--- src/rtl/mycpu_defs.sv ---
// Shared fetch-side definitions: datapath width, pc step and fetch FSM encoding.
package mycpu_defs;
    localparam int XLEN    = 32;
    localparam int PC_STEP = 4;

    typedef enum logic [1:0] {
        FETCH_IDLE = 2'd0,
        FETCH_REQ  = 2'd1,
        FETCH_HOLD = 2'd2
    } fetch_state_e;
endpackage

--- src/rtl/fetch_buf.sv ---
// Single-entry instruction buffer toward decode with valid/ready handshake and a kill input.
module fetch_buf #(
    parameter int XLEN = mycpu_defs::XLEN
) (
    input  logic            clk,
    input  logic            rst_n,
    input  logic            load_i,
    input  logic [XLEN-1:0] load_inst_i,
    input  logic [XLEN-1:0] load_pc_i,
    input  logic            kill_i,
    input  logic            ready_i,
    output logic            valid_o,
    output logic [XLEN-1:0] inst_o,
    output logic [XLEN-1:0] inst_pc_o
);
    logic            valid_q, valid_d;
    logic [XLEN-1:0] inst_q, inst_d;
    logic [XLEN-1:0] pc_q, pc_d;

    always_comb begin
        valid_d = valid_q;
        inst_d  = inst_q;
        pc_d    = pc_q;
        if (load_i) begin
            valid_d = 1'b1;
            inst_d  = load_inst_i;
            pc_d    = load_pc_i;
        end else if (kill_i || ready_i) begin
            // Contents are kept after consume/kill; only the valid flag drops.
            valid_d = 1'b0;
        end
    end

    always_ff @(posedge clk or negedge rst_n) begin
        if (!rst_n) begin
            valid_q <= 1'b0;
            inst_q  <= '0;
            pc_q    <= '0;
        end else begin
            valid_q <= valid_d;
            inst_q  <= inst_d;
            pc_q    <= pc_d;
        end
    end

    assign valid_o   = valid_q;
    assign inst_o    = inst_q;
    assign inst_pc_o = pc_q;
endmodule

--- src/rtl/ifetch_npc.sv ---
// Fetch FSM: requests the instruction at pc, buffers it toward decode, and computes npc
// (hold / step / redirect) for the PC register.
module ifetch_npc #(
    parameter int XLEN    = mycpu_defs::XLEN,
    parameter int PC_STEP = mycpu_defs::PC_STEP
) (
    input  logic            clk,
    input  logic            rst_n,
    input  logic [XLEN-1:0] pc,
    output logic [XLEN-1:0] npc,
    output logic            imem_req,
    output logic [XLEN-1:0] imem_addr,
    input  logic            imem_ack,
    input  logic [XLEN-1:0] imem_rdata,
    input  logic            redir_valid,
    input  logic [XLEN-1:0] redir_target,
    output logic            inst_valid,
    input  logic            inst_ready,
    output logic [XLEN-1:0] inst,
    output logic [XLEN-1:0] inst_pc
);
    import mycpu_defs::*;

    fetch_state_e    state_q, state_d;
    logic            pend_valid_q, pend_valid_d;
    logic [XLEN-1:0] pend_target_q, pend_target_d;
    logic [XLEN-1:0] redir_tgt;
    logic            buf_load;
    logic            buf_kill;

    assign redir_tgt = redir_target & ~XLEN'(3);
    assign imem_addr = pc;

    always_comb begin
        state_d       = state_q;
        pend_valid_d  = pend_valid_q;
        pend_target_d = pend_target_q;
        npc           = pc;
        imem_req      = 1'b0;
        buf_load      = 1'b0;
        buf_kill      = 1'b0;
        case (state_q)
            FETCH_IDLE: begin
                state_d = FETCH_REQ;
            end
            FETCH_REQ: begin
                imem_req = 1'b1;
                if (imem_ack) begin
                    if (redir_valid || pend_valid_q) begin
                        // Fetched word belongs to the wrong path; refetch at the newest target.
                        npc          = redir_valid ? redir_tgt : pend_target_q;
                        pend_valid_d = 1'b0;
                    end else begin
                        buf_load = 1'b1;
                        npc      = pc + XLEN'(PC_STEP);
                        state_d  = FETCH_HOLD;
                    end
                end else if (redir_valid) begin
                    pend_valid_d  = 1'b1;
                    pend_target_d = redir_tgt;
                end
            end
            FETCH_HOLD: begin
                if (redir_valid) begin
                    npc      = redir_tgt;
                    buf_kill = 1'b1;
                    state_d  = FETCH_REQ;
                end else if (inst_ready) begin
                    state_d = FETCH_REQ;
                end
            end
            default: begin
                state_d = FETCH_IDLE;
            end
        endcase
    end

    always_ff @(posedge clk or negedge rst_n) begin
        if (!rst_n) begin
            state_q       <= FETCH_IDLE;
            pend_valid_q  <= 1'b0;
            pend_target_q <= '0;
        end else begin
            state_q       <= state_d;
            pend_valid_q  <= pend_valid_d;
            pend_target_q <= pend_target_d;
        end
    end

    fetch_buf #(.XLEN(XLEN)) u_buf (
        .clk         (clk),
        .rst_n       (rst_n),
        .load_i      (buf_load),
        .load_inst_i (imem_rdata),
        .load_pc_i   (pc),
        .kill_i      (buf_kill),
        .ready_i     (inst_ready),
        .valid_o     (inst_valid),
        .inst_o      (inst),
        .inst_pc_o   (inst_pc)
    );
endmodule

--- config.mk ---
export PLATFORM = sky130hd
export DESIGN_NAME = ifetch_npc
export DESIGN_NICKNAME = d
export VERILOG_FILES = /design/src/rtl/mycpu_defs.sv /design/src/rtl/fetch_buf.sv /design/src/rtl/ifetch_npc.sv
export SDC_FILE = /design/constraint.sdc
export NUM_CORES = 1
export LEC_CHECK = 0
export ABC_CLOCK_PERIOD_IN_PS = 4200
export CAP_MARGIN = 25
export CORE_MARGIN = 2
export CORE_UTILIZATION = 40
export DETAILED_ROUTE_END_ITERATION = 10
export GPL_ROUTABILITY_DRIVEN = 0
export PLACE_DENSITY = 0.75
export SYNTH_ARGS = -nofsm -noshare
export SYNTH_HDL_FRONTEND = slang
export SYNTH_SLANG_ARGS = --single-unit
--- constraint.sdc ---
create_clock -name clk -period 4.2 [get_ports clk]
set_clock_uncertainty 0.2 [all_clocks]
set_input_delay 1.26 -clock clk [delete_from_list [all_inputs] [get_ports clk]]
set_output_delay 1.26 -clock clk [all_outputs]
set_load 0.02 [all_outputs]
==> results.txt <==
----------------------------------------------------
[Clock tree]
  CTS root buf ... sky130_fd_sc_hd__clkbuf_16
  Number of hold buffers added after CTS ... 0
  TritonCTS Buffers ... 9
  Maximum clock insertion buffer count ... 2
  Deepest level of the CTS H-tree ... 3
  Clock-pin slew of the registers on the worst-case setup and hold paths ... 0.08 ns
  CTS tree ... yes
  CTS sink count ... 100
  Latest clock arrival within the worst-skew pair ... 0.36 ns

[Synth]
  Post-synthesis sequential element count ... 100
  Sequential area share after synthesis ... between 30% and 40%
  Post-Synthesis Mean Instance Area ... about 9.7 µm²
  Number of standard cells after synthesis ... around 650
  Yosys warning total ... 0
  Cell type contributing the most total cell area after synthesis ... sky130_fd_sc_hd__dfrtp_1
  Post-synthesis net count ... approximately 760
  Mapped Area ... 6314 µm²
  Top-area cell type share of the netlist area ... 39.64%
  Most used flip-flop cell after synthesis ... sky130_fd_sc_hd__dfrtp_1
  Number of distinct library cell variants in the gate-level netlist after synthesis ... 60
  Share of synthesized flip-flops with an asynchronous set or reset ... 100.0%
  Count of flip-flops with a built-in enable after synthesis ... 0
  Most area-consuming cells after synthesis ... sky130_fd_sc_hd__dfrtp_1, sky130_fd_sc_hd__mux2_2, sky130_fd_sc_hd__buf_4, sky130_fd_sc_hd__o21ai_0, sky130_fd_sc_hd__nand2_1

[Final layout]
  Synthesis-to-finish area growth ... 65.83%
  Final antenna diode count ... 0
  Net count reported at finish ... 1080
  Final std cell area, no fill ... between 10000 and 15000 µm²
  Commonest non-fill, non-tap cells in the layout ... sky130_fd_sc_hd__clkdlybuf4s50_1, sky130_fd_sc_hd__buf_4, sky130_fd_sc_hd__dfrtp_1
  Most common cell after layout, fill and taps aside ... sky130_fd_sc_hd__clkdlybuf4s50_1
  Ratio of cells with drive above 1 in the final layout ... between 40% and 50%

[Drt]
  Detailed Routing Iterations Pass 1 ... 7
  Routed length per placed instance ... between 20 and 25 µm
  Routed wire length ... 25.12 mm
  Vias ... slightly above 7k
  Routed via count divided by cell count ... 6.018
  Remaining DRCs ... 0
  Number of routed nets with antenna violations ... 0
  Initial DRC count ... 976

[GRT]
  Wire length of the first global-routing pass ... around 39 mm
  Total routing usage reported by global routing ... between 20% and 30%
  Via count of the first global-routing pass ... 7281
  Number of antenna violations at the first check in global routing ... 0
  Gr ovfl total ... 0
  Largest net degree at the start of global routing ... 67

[STA]
  Fmax achieved ... around 230 MHz
  Final clock period utilization by the worst path ... 103.1%
  Worst Max-Slew Pin Slew ... a little under 0.9 ns
  Worst setup margin ... -0.1293 ns
  Final setup vio count ... 15
  Setup repair after global routing missed its margin ... yes
  Worst-case headroom to the max-slew limit ... roughly 40%
  Fin. max-slew vios ... 0
  Number of hold violations in the final report ... 0
  Min Clock Period, post-route ... 4.329 ns

[Critical path]
  Startpoint of the worst register-to-register path ... state_q[1]
  Critical path capture point type ... output pin
  Arrival time of data at the critical path endpoint ... about 2.9 ns
  Critical path required time ... 2.74 ns
  Crit-path slowest cell ... sky130_fd_sc_hd__or4_4
  Highest net fanout along the worst path ... 6
  Stage delay of the slowest cell on the critical path ... between 0.4 and 0.5 ns
  Worst Path Class, Setup ... in -> out
  Number of buffers and inverters on the critical path ... 3
  R2R cell count ... 7
  Slack of the worst reg-to-reg path ... approximately 1.3 ns
  Worst flop-to-flop path endpoint ... u_buf.inst_o[12]
  Kind of launch point of the worst setup path ... input pin
  Worst path top cell family by delay ... simple AND/OR/NAND/NOR gates
  Critical path cell sequence ... buf_12 -> ha_4 -> nand3_4 -> or4_4 -> nor3_4 -> buf_4 -> a211oi_2 -> a311oi_2 -> buf_4
  CP most frequent cell ... sky130_fd_sc_hd__buf_4

[Floorplan]
  Effective utilization at floorplan ... about two fifths
  # rows ... 45
  Die X ... 129.6 µm
  Die height ... 129.6 µm
  Io pins ... 231
  Core area ... 15310 µm²
  Die area ... ~17000 µm²

[Flow run]
  Max-cap violations ... 0

[Hold path]
  Hold path endpoint ... pend_target_q[1]
  Classification of the worst-slack hold path ... reg -> reg
  Hold path start ... pend_target_q[1]
  Number of cells on the worst hold path ... 1

[Place]
  Placed cell area ... ~9600 µm²
  Dpl hpwl ... approximately 18 mm
  I/O Buffers ... between 200 and 250

[Power]
  Worst ir drop on vdd ... approximately 0.39 mV
  Final Total Pwr ... about 6.8 mW
  Lkg Pwr ... ~4.5 nW
  Power density over the cells ... 645.5 nW/µm²

[Status]
  Violations in the final reports ... setup timing
  Result of the run ... finished with violations

----------------------------------------------------
[kinds of logic (layout without fill, tap and decap cells)]
family | Yosys count | after routing | synth area share, %
DFF | 100 | 100 | 39.64
and+or+nand+nor | 161 | 161 | 13.40
xor gates and xnor gates | 2 | 2 | 0.2775
muxes | 102 | 102 | 18.07
AOI/OAI and AO/OA | 176 | 176 | 19.12
adders and majority gates | 5 | 5 | 0.9909
buffers and inverters | 105 | 433 | 8.502
[sequential cells by signal (all words and copies together), names as in the netlist]
signal           cells
pend_target_q       32
state_q              2
u_buf.inst_o        32
u_buf.inst_pc_o     32
u_buf.valid_o        1
pend_valid_q         1
[cell type report]
class	instances	area [µm²]
Clock inverter	7	80.08
Tap cell	211	264.0
Timing Repair Buffer	398	3622
Fill cell	1149	4845
Sequential cell	100	2502
Clock buffer	9	225.2
Multi-Input combinational cell	446	3704
Inverter	19	72.57
[cells in the mapped netlist (10+ instances only)]
cell / n
sky130_fd_sc_hd__o21ai_0: 44
sky130_fd_sc_hd__nor2_1: 27
sky130_fd_sc_hd__dfrtp_1: 100
sky130_fd_sc_hd__o22ai_1: 16
sky130_fd_sc_hd__mux2_2: 96
sky130_fd_sc_hd__nand2_1: 50
sky130_fd_sc_hd__nor3_1: 11
sky130_fd_sc_hd__nand4_1: 10
sky130_fd_sc_hd__clkbuf_1: 33
sky130_fd_sc_hd__a22o_1: 11
sky130_fd_sc_hd__nand3_1: 13
sky130_fd_sc_hd__inv_1: 17
sky130_fd_sc_hd__a21oi_1: 29
sky130_fd_sc_hd__buf_4: 33
sky130_fd_sc_hd__buf_2: 14
[layer usage]
metal / track usage [%] / vias up / part of all wire [%]
li1: - / 3042 / -
met1: 37.07 / 3424 / 38
met2: 47.00 / 562 / 47
met3: 8.092 / 134 / 11
met4: 15.37 / 0 / 4.7
met5: 0 / - / 0
[power by group]
part,switching [mW],total (mW),internal [mW]
combinational,2.13,4.16,2.03
sequential,0.275,1.71,1.44
clock,0.417,0.889,0.473
[worst max-delay path by stage]
stage	start	to	slack, ns	cells after the start
floorplan	pc[2]	npc[28]	-0.006	6
global placement	pc[2]	npc[28]	-1.25	8
detailed placement	pc[3]	npc[30]	-1.28	8
CTS	pc[6]	npc[24]	-0.18	8
global route	pc[6]	npc[30]	-0.20	9
finish	pc[2]	npc[30]	-0.13	9
[stage by stage]
| stage | hold slack (ns) | setup WS (ns) | TNS, ns | cells | util, % |
|---|---|---|---|---|---|
| after global routing | 0.3041 | -0.1954 | -2.103 | 1190 | 68.37 |
| final | 0.2935 | -0.1293 | -1.123 | 1190 | 68.37 |
| after CTS | 0.2938 | -0.1761 | -1.172 | 1180 | 66.94 |
| after detailed placement | 0.2730 | -1.282 | -32.33 | 1145 | 62.64 |
| after floorplan | 0.2544 | -0.006335 | -0.006335 | 651 | - |
| after global placement | 0.2710 | -1.250 | -31.38 | 1145 | 62.64 |
[timing repair]
action / in CTS / in global routing
buffers inserted: 19 / 11
pin swaps: 43 / 28
setup endpoints to repair: 32 / 30
gates resized for setup: 299 / 55
Note: power is estimated with default switching activity, not from simulation.
